`config.mk`:
```
export PLATFORM = sky130hd
export DESIGN_NAME = uart_tx_wb_scheduler
export DESIGN_NICKNAME = d
export VERILOG_FILES = /design/src/rtl/uart_tx_sched_pkg.sv /design/src/rtl/uart_tx_rr_arb.sv /design/src/rtl/uart_tx_wb_scheduler.sv
export SDC_FILE = /design/constraint.sdc
export NUM_CORES = 1
export LEC_CHECK = 0
export ABC_CLOCK_PERIOD_IN_PS = 2280
export CORE_MARGIN = 10
export CORE_UTILIZATION = 39
export DETAILED_ROUTE_END_ITERATION = 12
export PLACE_DENSITY_LB_ADDON = 0.12
export SLEW_MARGIN = 20
export SYNTH_ARGS = -nofsm -noshare
export SYNTH_HDL_FRONTEND = slang
export SYNTH_SLANG_ARGS = --single-unit
```
`constraint.sdc`:
```
create_clock -name WB_CLK -period 2.28 [get_ports WB_CLK]
set_input_delay 0.228 -clock WB_CLK [delete_from_list [all_inputs] [get_ports WB_CLK]]
set_output_delay 0.228 -clock WB_CLK [all_outputs]
set_load 0.01 [all_outputs]
```
`src/rtl/uart_tx_sched_pkg.sv`:
```
// Shared encodings and defaults for the UART0 transmit scheduler and its arbiter.
package uart_tx_sched_pkg;

  typedef enum logic [2:0] {
    S_IDLE  = 3'd0,
    S_POLL  = 3'd1,
    S_GAP   = 3'd2,
    S_WRITE = 3'd3,
    S_DONE  = 3'd4
  } sched_state_e;

  localparam logic [16:0] DEF_UART_BASE  = 17'h01000;
  localparam logic [16:0] DEF_THR_OFFSET = 17'h000;
  localparam logic [16:0] DEF_LSR_OFFSET = 17'h014;
  localparam int unsigned DEF_THRE_BIT   = 5;

  // side 0 is source A, side 1 is source B; grant vectors are {B,A}
  function automatic logic [1:0] side_onehot(input logic side);
    return side ? 2'b10 : 2'b01;
  endfunction

endpackage

```
`src/rtl/uart_tx_rr_arb.sv`:
```
// Two-way round-robin arbiter with a message lock that pins the grant to the current owner.
module uart_tx_rr_arb
  import uart_tx_sched_pkg::*;
(
  input  logic       clk,
  input  logic       rst_n,
  input  logic [1:0] valid_i,
  input  logic       lock_i,
  input  logic       owner_i,
  input  logic       release_i,
  output logic [1:0] grant_o
);

  logic ptr_q, ptr_d;

  always_comb begin
    grant_o = 2'b00;
    if (lock_i) begin
      if (valid_i[owner_i]) grant_o = side_onehot(owner_i);
    end else if (valid_i[ptr_q]) begin
      grant_o = side_onehot(ptr_q);
    end else if (valid_i[~ptr_q]) begin
      grant_o = side_onehot(~ptr_q);
    end
  end

  // a finished message hands priority to the other source
  assign ptr_d = release_i ? ~owner_i : ptr_q;

  always_ff @(posedge clk or negedge rst_n) begin
    if (!rst_n) ptr_q <= 1'b0;
    else        ptr_q <= ptr_d;
  end

endmodule

```
`src/rtl/uart_tx_wb_scheduler.sv`:
```
// Wishbone master sharing the UART0 transmitter between two byte sources.
// state | meaning
// IDLE  | bus released; pick owner (locked owner, else round-robin)
// POLL  | read LSR; THRE set -> WRITE, clear -> GAP
// GAP   | one idle cycle before polling again
// WRITE | one setup cycle with bus released, then write byte to THR
// DONE  | ready pulse to owner; update lock and round-robin pointer
module uart_tx_wb_scheduler
  import uart_tx_sched_pkg::*;
#(
  parameter int unsigned          ADDRWIDTH         = 17,
  parameter logic [ADDRWIDTH-1:0] UART_BASE_ADDRESS = DEF_UART_BASE,
  parameter logic [ADDRWIDTH-1:0] THR_OFFSET        = DEF_THR_OFFSET,
  parameter logic [ADDRWIDTH-1:0] LSR_OFFSET        = DEF_LSR_OFFSET,
  parameter int unsigned          LSR_THRE_BIT      = DEF_THRE_BIT,
  parameter int unsigned          ACK_TIMEOUT       = 15,
  parameter int unsigned          TIMEOUT_WIDTH     = 4
) (
  input  logic                 WB_CLK,
  input  logic                 WB_RSTn,
  input  logic                 reqA_valid_i,
  input  logic [7:0]           reqA_data_i,
  input  logic                 reqA_last_i,
  output logic                 reqA_ready_o,
  input  logic                 reqB_valid_i,
  input  logic [7:0]           reqB_data_i,
  input  logic                 reqB_last_i,
  output logic                 reqB_ready_o,
  output logic [ADDRWIDTH-1:0] WBm_ADR_o,
  output logic                 WBm_CYC_o,
  output logic                 WBm_STB_o,
  output logic                 WBm_WE_o,
  output logic [3:0]           WBm_BYTE_STB_o,
  output logic [31:0]          WBm_WR_DAT_o,
  input  logic [31:0]          WBm_RD_DAT_i,
  input  logic                 WBm_ACK_i,
  output logic [1:0]           grant_o,
  output logic                 busy_o,
  output logic                 timeout_err_o,
  input  logic                 clr_err_i
);

  // addresses wrap modulo 2^ADDRWIDTH by construction
  localparam logic [ADDRWIDTH-1:0] LSR_ADR  = UART_BASE_ADDRESS + LSR_OFFSET;
  localparam logic [ADDRWIDTH-1:0] THR_ADR  = UART_BASE_ADDRESS + THR_OFFSET;
  localparam logic [4:0]           THRE_IDX = 5'(LSR_THRE_BIT);

  sched_state_e           state_q, state_d;
  logic                   owner_q, owner_d;
  logic                   lock_q, lock_d;
  logic [TIMEOUT_WIDTH-1:0] tmo_q, tmo_d, tmo_inc;
  logic                   err_q, err_d;
  logic                   cyc_q, cyc_d;
  logic                   we_q, we_d;
  logic [ADDRWIDTH-1:0]   adr_q, adr_d;
  logic [3:0]             bstb_q, bstb_d;
  logic [31:0]            wdat_q, wdat_d;
  logic                   rdy_a_q, rdy_a_d;
  logic                   rdy_b_q, rdy_b_d;
  logic [1:0]             grant_q, grant_d;
  logic                   busy_q, busy_d;

  logic [1:0] arb_grant;
  logic       owner_last;
  logic [7:0] owner_data;
  logic       arb_release;
  logic       unused_rd;

  assign owner_last  = owner_q ? reqB_last_i : reqA_last_i;
  assign owner_data  = owner_q ? reqB_data_i : reqA_data_i;
  assign arb_release = (state_q == S_DONE) && owner_last;
  assign tmo_inc     = tmo_q + TIMEOUT_WIDTH'(1);
  assign unused_rd   = ^WBm_RD_DAT_i;

  uart_tx_rr_arb u_arb (
    .clk       (WB_CLK),
    .rst_n     (WB_RSTn),
    .valid_i   ({reqB_valid_i, reqA_valid_i}),
    .lock_i    (lock_q),
    .owner_i   (owner_q),
    .release_i (arb_release),
    .grant_o   (arb_grant)
  );

  always_comb begin
    state_d = state_q;
    owner_d = owner_q;
    lock_d  = lock_q;
    tmo_d   = tmo_q;
    err_d   = err_q;
    cyc_d   = cyc_q;
    we_d    = we_q;
    adr_d   = adr_q;
    bstb_d  = bstb_q;
    wdat_d  = wdat_q;
    rdy_a_d = 1'b0;
    rdy_b_d = 1'b0;
    grant_d = grant_q;
    if (clr_err_i) err_d = 1'b0;

    case (state_q)
      S_IDLE: begin
        if (|arb_grant) begin
          owner_d = arb_grant[1];
          grant_d = arb_grant;
          state_d = S_POLL;
          cyc_d   = 1'b1;
          we_d    = 1'b0;
          adr_d   = LSR_ADR;
          bstb_d  = 4'hF;
          tmo_d   = '0;
        end
      end
      S_POLL, S_WRITE: begin
        if (!cyc_q) begin
          cyc_d = 1'b1;
        end else if (WBm_ACK_i) begin
          cyc_d = 1'b0;
          tmo_d = '0;
          if (state_q == S_POLL) begin
            if (WBm_RD_DAT_i[THRE_IDX]) begin
              state_d = S_WRITE;
              we_d    = 1'b1;
              adr_d   = THR_ADR;
              bstb_d  = 4'b0001;
              wdat_d  = {24'h0, owner_data};
            end else begin
              state_d = S_GAP;
            end
          end else begin
            state_d = S_DONE;
            rdy_a_d = ~owner_q;
            rdy_b_d = owner_q;
          end
        end else if (tmo_inc == TIMEOUT_WIDTH'(ACK_TIMEOUT)) begin
          // abort leaves lock and pointer alone so the same byte is retried
          cyc_d   = 1'b0;
          err_d   = 1'b1;
          tmo_d   = '0;
          grant_d = 2'b00;
          state_d = S_IDLE;
        end else begin
          tmo_d = tmo_inc;
        end
      end
      S_GAP: begin
        state_d = S_POLL;
        cyc_d   = 1'b1;
        we_d    = 1'b0;
        adr_d   = LSR_ADR;
        bstb_d  = 4'hF;
        tmo_d   = '0;
      end
      S_DONE: begin
        lock_d  = ~owner_last;
        grant_d = 2'b00;
        state_d = S_IDLE;
      end
      default: begin
        cyc_d   = 1'b0;
        grant_d = 2'b00;
        state_d = S_IDLE;
      end
    endcase

    busy_d = (state_d != S_IDLE);
  end

  always_ff @(posedge WB_CLK or negedge WB_RSTn) begin
    if (!WB_RSTn) begin
      state_q <= S_IDLE;
      owner_q <= 1'b0;
      lock_q  <= 1'b0;
      tmo_q   <= '0;
      err_q   <= 1'b0;
      cyc_q   <= 1'b0;
      we_q    <= 1'b0;
      adr_q   <= '0;
      bstb_q  <= 4'h0;
      wdat_q  <= 32'h0;
      rdy_a_q <= 1'b0;
      rdy_b_q <= 1'b0;
      grant_q <= 2'b00;
      busy_q  <= 1'b0;
    end else begin
      state_q <= state_d;
      owner_q <= owner_d;
      lock_q  <= lock_d;
      tmo_q   <= tmo_d;
      err_q   <= err_d;
      cyc_q   <= cyc_d;
      we_q    <= we_d;
      adr_q   <= adr_d;
      bstb_q  <= bstb_d;
      wdat_q  <= wdat_d;
      rdy_a_q <= rdy_a_d;
      rdy_b_q <= rdy_b_d;
      grant_q <= grant_d;
      busy_q  <= busy_d;
    end
  end

  assign WBm_CYC_o      = cyc_q;
  assign WBm_STB_o      = cyc_q;
  assign WBm_WE_o       = we_q;
  assign WBm_ADR_o      = adr_q;
  assign WBm_BYTE_STB_o = bstb_q;
  assign WBm_WR_DAT_o   = wdat_q;
  assign reqA_ready_o   = rdy_a_q;
  assign reqB_ready_o   = rdy_b_q;
  assign grant_o        = grant_q;
  assign busy_o         = busy_q;
  assign timeout_err_o  = err_q;

endmodule

```
Word-level counts from Yosys, hierarchy flattened:

Cells that the tools add are included.

* bits in registers: 47
* input port bits: 56
* output and inout bits: 62
* logic and storage cells: 116

* $add $sub $neg: 1
* order comparisons: 3
* equal/unequal tests: 12
* multiplexer cells: 68
* bitwise operators: 5
* reductions and logical operators: 12

Operators with widths (number)
* 2-to-1 mux 17 bit: 5
* one-hot mux 17 bit (3 select lines): 1
* 2-to-1 mux 4 bit: 9
* 2-to-1 mux 1 bit: 30
* one-hot mux 4 bit (3 select lines): 2
* 2-to-1 mux 2 bit: 11
* 2-to-1 mux 3 bit: 5
* != test 2 bit (second input constant): 7
* AND reduction 5 bit: 2
* one-hot mux 3 bit (3 select lines): 1
* 2-to-1 mux 8 bit: 1
* equality test 3 x 2 -> 1 bit (second input constant): 2
* less-than comparator 1 x 2 -> 1 bit (second input constant): 3
* one-hot mux 2 bit (3 select lines): 1
* AND reduction 6 bit: 1
* nonzero test 3 bit: 2
* inverter 1 bit: 5
* adder 4 x 1 -> 4 bit (second input constant): 1
* equality test 4 bit (second input constant): 1
* one-hot mux 1 bit (4 select lines): 1
* AND reduction 2 bit: 2
* OR reduction 2 bit: 2
* equality test 3 x 1 -> 1 bit (second input constant): 1
* equality test 3 bit (second input constant): 1
* 4 further kinds: 4

Logic depth before layout (Yosys ltp):

* word-level depth: 10
* mapped depth: 6
* mapped depth without buffers: 5

By module:

From an unflattened synthesis, not the netlist that was laid out.

* cells, all modules: 173
* area, all modules: 1751.7 µm²

Modules (own cells, without submodules)
* uart_tx_wb_scheduler: instances 1, cells each 164, area an instance 1679.1 µm², sequential area each 675.6 µm²
* uart_tx_rr_arb: instances 1, cells each 9, area an instance 72.6 µm², sequential area each 25.0 µm²

Least setup slack after synthesis:

OpenSTA, ideal clock, no wires.

* kind: reg2reg
* start point: register tmo_q[0]
* end point: register busy_q, in the netlist busy_o
* arrival time: 1.436 ns
* required time: 2.146 ns
* slack: 0.709 ns
* cell stages (with the launch flop): 7
* path buffers: 1
* period minus slack after synthesis: 1.571 ns
* path through: dfrtp_1 -> ha_1 -> clkbuf_1 -> nor2b_1 -> o21ai_0 -> a211oi_1 -> o21ai_0

* longest elaborated chain between the ends: 7

RTL lines
* start, declared: RTL line uart_tx_wb_scheduler.sv:51 `logic [TIMEOUT_WIDTH-1:0] tmo_q, tmo_d, tmo_inc;`
* start signal, assigned: RTL line uart_tx_wb_scheduler.sv:189 `tmo_q <= tmo_d;`
* adder 4 x 1 -> 4 bit: RTL line uart_tx_wb_scheduler.sv:72 `assign tmo_inc = tmo_q + TIMEOUT_WIDTH'(1);`
* equality test 4 bit: RTL line uart_tx_wb_scheduler.sv:135 `end else if (tmo_inc == TIMEOUT_WIDTH'(ACK_TIMEOUT)) begin`
* 2-to-1 mux 3 bit: RTL line uart_tx_wb_scheduler.sv:135
* 2-to-1 mux 3 bit: RTL line uart_tx_wb_scheduler.sv:117 `end else if (WBm_ACK_i) begin`
* 2-to-1 mux 3 bit: RTL line uart_tx_wb_scheduler.sv:115 `if (!cyc_q) begin`
* one-hot mux 3 bit (3 select lines): RTL line uart_tx_wb_scheduler.sv:101 `case (state_q)`
* nonzero test 3 bit: RTL line uart_tx_wb_scheduler.sv:166 `busy_d = (state_d != S_IDLE);`
* net busy_d: RTL line uart_tx_wb_scheduler.sv:61 `logic busy_q, busy_d;`
* end signal, assigned: RTL line uart_tx_wb_scheduler.sv:199 `busy_q <= busy_d;`
* end, declared: RTL line uart_tx_wb_scheduler.sv:61

The timed path passes the listed nets, and every way through them passes these cells.
A chain may end at the register's enable or synchronous reset.

Worst setup path in the final report:

Ends and elaborated chain as after synthesis.

==> results summary <==
The run finished with clean final reports. The count of instances resized after the clock tree is built came out at 0. The critical path goes through ha_1 > nor2b_1 > o21ai_0 > a211oi_1 > o21ai_0. The flip-flop and latch area is 701 µm². The total CTS buffers is 3. The final cell area excluding filler cells is 2230 µm². The final total negative setup slack is 0 ns.

The starting density of the core is 0.410. The number of instances in the placed design is 289. The detailed-route vias per instance is 4.66.

The number of hold-slack violations in the final timing report was 0. For this run, the detailed router's first-pass iteration total came to 4. TritonCTS built the clock tree.

The worst-case vdd ir drop is 0.000355 V. In the global route stage, overall resource usage came out at 0.111. The sequential-to-total area share from yosys stat came out at 0.387.

The count of hold buffers inserted by post-cts repair came out at 0. The number of inserted filler cells in the final layout came out at 454. The number of distinct standard cells referenced by the synthesized netlist is 46. The required arrival time at the worst endpoint came out at 2.44 ns. For this run, the number of standard cells in the final layout without fillers is 293. The area inside the core boundary came out at 4410 µm². The number of setup violations in the final report is 0. The total standard cell area after synthesis is 1810 µm². In this run the critical register-to-register path is launched from tmo_q[0]. For this run, the slowest stage of the critical path takes 0.47 ns.

The arrival time of the worst setup path is 1.92 ns. A synthesized cell averages 9.10 µm². The cell that appears most often on the critical path is sky130_fd_sc_hd__o21ai_0. After synthesis, the cell types taking the most area are sky130_fd_sc_hd__dfrtp_1 (39%), sky130_fd_sc_hd__buf_4 (18%), sky130_fd_sc_hd__o21ai_0 (5.0%). The floorplan has 24 rows. The fraction of the core area covered by cells at the end of the flow is 0.505. The total overflow reported by the global router is 0.

The final layout contains 300 nets. The depth of the worst register-to-register path is 5. The number of global-route vias before repair is 1,445. Of the available clock period, the critical path in the final layout requires 0.774.

The number of cells produced by synthesis came out at 199. On the final layout, the worst hold slack is 0.313 ns. The average routed wire per standard cell came out at 14.6 µm. The critical-path maximum fanout came out at 8. The smallest setup slack after layout is 0.514 ns.

STA classifies the critical path endpoint as a register. The critical path in this run is classified as register to register. The number of enable-type register cells in the synthesized netlist came out at 0. The kind of cell with the highest combined delay along the critical path is compound AO/OA/AOI/OAI gates.

The floorplan die area is 7770 µm². The placed wire-length estimate is 3440 µm. The total power density per cell area is 1090 nW/µm². The clock-pin slew on the worst setup and hold paths came out at 0.10 ns. The worst setup path is launched from a register. The smallest clock period supported by the final layout is computed as 1.77 ns. The routed design has 4280 µm of wire. The post-detailed-route DRC marker count is 0. Entering global routing, the biggest net connects 29 pins. Across the routed clock network, the largest skew measured is 0.00464 ns. The number of buffers added for setup after CTS is 0. The slowest stage of the critical path belongs to the cell sky130_fd_sc_hd__dfrtp_1. The area share of the leading cell type in the synthesized netlist is 0.387. The capture instance of the worst register-to-register path is busy_o. The placement-stage cell area came out at 2160 µm². The number of vias after detailed routing came out at 1,365. The post-layout total power is 2.42 mW. The synthesis-to-layout area growth came out at 23.0%. The number of antenna cells inserted is 0. The remaining antenna violation count is 0.

The cell at the root of the clock tree is sky130_fd_sc_hd__clkbuf_8. The total clock sinks came out at 28. The final weighted congestion of routability-driven global placement came out at 0.795. The number of max-capacitance violations reported is 0. The number of buffer cells added on primary ports is 48. The footprint of the multi-input gates came out at 850 µm².

The height of the die came out at 88.1 µm. The async set-reset flop share out of synthesis is 1.00. The synthesis warning total came out at 0. The first global-routing pass estimated 6970 µm of wire.

The number of register bits inferred by synthesis came out at 28. The number of max-slew violations in the final report came out at 0. The worst slack at placement came out at 0.237 ns. Counting along the longest clock path gives a buffer depth of 2. The slack of the worst reg-to-reg path came out at 0.51 ns.

At the later pin of the worst-skew pair, clock insertion delay measures 0.28 ns. The number of buffer and inverter stages on the critical path came out at 0. The biggest area contributor in the post-synthesis netlist is sky130_fd_sc_hd__dfrtp_1.

The class of the worst hold path is input port to async pin. The timing-limited maximum frequency is 566 MHz. In this run the number of H-tree levels came out at 1. The number of antenna violations at the first check in global routing came out at 0. In the final layout, the share of cells above drive strength 1 is 0.0498.

The cell leakage power came out at 1.05 nW. Setup repair after global routing left no endpoint under its margin. Measured along the x axis, the die boundary spans 88.1 µm. The number of DRC markers in iteration 0 is 84.

The most used flip-flop cell after synthesis is sky130_fd_sc_hd__dfrtp_1. In this run the count of I/O pins placed on the die edge is 118.
==> per-layer routing <==
layer	global-route usage	share of wire	vias to the layer above
li1	-	-	687
met1	0.135	0.43	616
met2	0.176	0.46	55
met3	0.0446	0.10	7
met4	0.0342	0.013	0
met5	0	0	-
==> cell type report <==
cell class / count / area share
repair buffers: 51 / 0.226
multi-input cells: 148 / 0.381
well taps: 52 / 0.0292
clock buffers: 3 / 0.0185
clock inverters: 1 / 0.0135
inverters: 10 / 0.0169
flip-flops and latches: 28 / 0.315
==> registers in the layout (all words and copies together) (netlist names) <==
| signal | cells |
|---|---|
| WBm_WR_DAT_o | 8 |
| tmo_q | 4 |
| WBm_CYC_o | 1 |
| WBm_BYTE_STB_o | 2 |
| u_arb.ptr_q | 1 |
| busy_o | 1 |
| WBm_WE_o | 1 |
| state_q | 3 |
| lock_q | 1 |
| timeout_err_o | 1 |
| owner_q | 1 |
| grant_o | 2 |
| reqA_ready_o | 1 |
| reqB_ready_o | 1 |
==> worst max path at each step <==
stage	cells after the start	endpoint	startpoint
2_1_floorplan	6	busy_o	tmo_q[0]
3_3_place_gp	5	tmo_q[0]	reqA_valid_i
3_5_place_dp	5	tmo_q[0]	reqA_valid_i
4_1_cts	5	busy_o	tmo_q[0]
5_1_grt	5	grant_o[1]	tmo_q[0]
6_report	5	busy_o	tmo_q[0]
==> cells by family (layout without fill, tap and decap cells) <==
logic type               count (synthesis)  after routing  share of synthesized area
AO/OA/AOI/OAI                           47             47                      0.178
AND/OR/NAND/NOR                         52             52                      0.149
buffers and inverters                   60             65                      0.220
other                                    1             38                    0.00207
multiplexers                             8              8                     0.0442
adder cells (fa/ha/maj)                  2              2                     0.0138
XOR/XNOR                                 1              1                    0.00484
flip-flops                              28             28                      0.387
==> power breakdown <==
part	total (mW)	switching [mW]	internal, mW
Combinational	1.18	0.582	0.599
Sequential	0.836	0.168	0.669
Clock	0.403	0.168	0.235
==> synth_stat cells (2+ instances only) <==
cell type                  instances
sky130_fd_sc_hd__nor2_1            6
sky130_fd_sc_hd__a211oi_1          2
sky130_fd_sc_hd__a211o_1           2
sky130_fd_sc_hd__o21ai_0          18
sky130_fd_sc_hd__nor2b_1           5
sky130_fd_sc_hd__dfrtp_1          28
sky130_fd_sc_hd__nand3_1           4
sky130_fd_sc_hd__a31oi_1           2
sky130_fd_sc_hd__buf_4            44
sky130_fd_sc_hd__o22ai_1           3
sky130_fd_sc_hd__a21boi_0          2
sky130_fd_sc_hd__and2_1            2
sky130_fd_sc_hd__inv_1            10
sky130_fd_sc_hd__a21oi_1           4
sky130_fd_sc_hd__ha_1              2
sky130_fd_sc_hd__nand2_1          20
sky130_fd_sc_hd__nand2b_1          2
sky130_fd_sc_hd__a21o_1            3
sky130_fd_sc_hd__or2_2             2
sky130_fd_sc_hd__and3_1            2
sky130_fd_sc_hd__clkbuf_1          4
sky130_fd_sc_hd__mux2i_1           8
==> placed cells by master, fill, tap and decap left out, types with 2 or more instances in the layout <==
master	instances
sky130_fd_sc_hd__clkdlybuf4s50_1	48
sky130_fd_sc_hd__conb_1	38
sky130_fd_sc_hd__dfrtp_1	28
sky130_fd_sc_hd__nand2_1	20
sky130_fd_sc_hd__o21ai_0	18
sky130_fd_sc_hd__inv_1	10
sky130_fd_sc_hd__mux2i_1	8
sky130_fd_sc_hd__nor2_1	6
sky130_fd_sc_hd__nor2b_1	5
sky130_fd_sc_hd__nand3_1	4
sky130_fd_sc_hd__a21oi_1	4
sky130_fd_sc_hd__o22ai_1	3
sky130_fd_sc_hd__a21o_1	3
sky130_fd_sc_hd__clkbuf_8	3
sky130_fd_sc_hd__buf_4	3
sky130_fd_sc_hd__and2_1	2
sky130_fd_sc_hd__and3_1	2
sky130_fd_sc_hd__a21boi_0	2
sky130_fd_sc_hd__nand2b_1	2
sky130_fd_sc_hd__or2_2	2
sky130_fd_sc_hd__a211oi_1	2
sky130_fd_sc_hd__a211o_1	2
sky130_fd_sc_hd__a31oi_1	2
sky130_fd_sc_hd__ha_1	2
==> worst reg2reg max path, delay by kind of cell (launching register included) <==
kind | cells | cell delay [ns]
simple gates | 1 | 0.18
compound gates | 3 | 0.67
fa+ha+maj | 1 | 0.33
flops | 1 | 0.47
(Power assumes the default switching activity.)
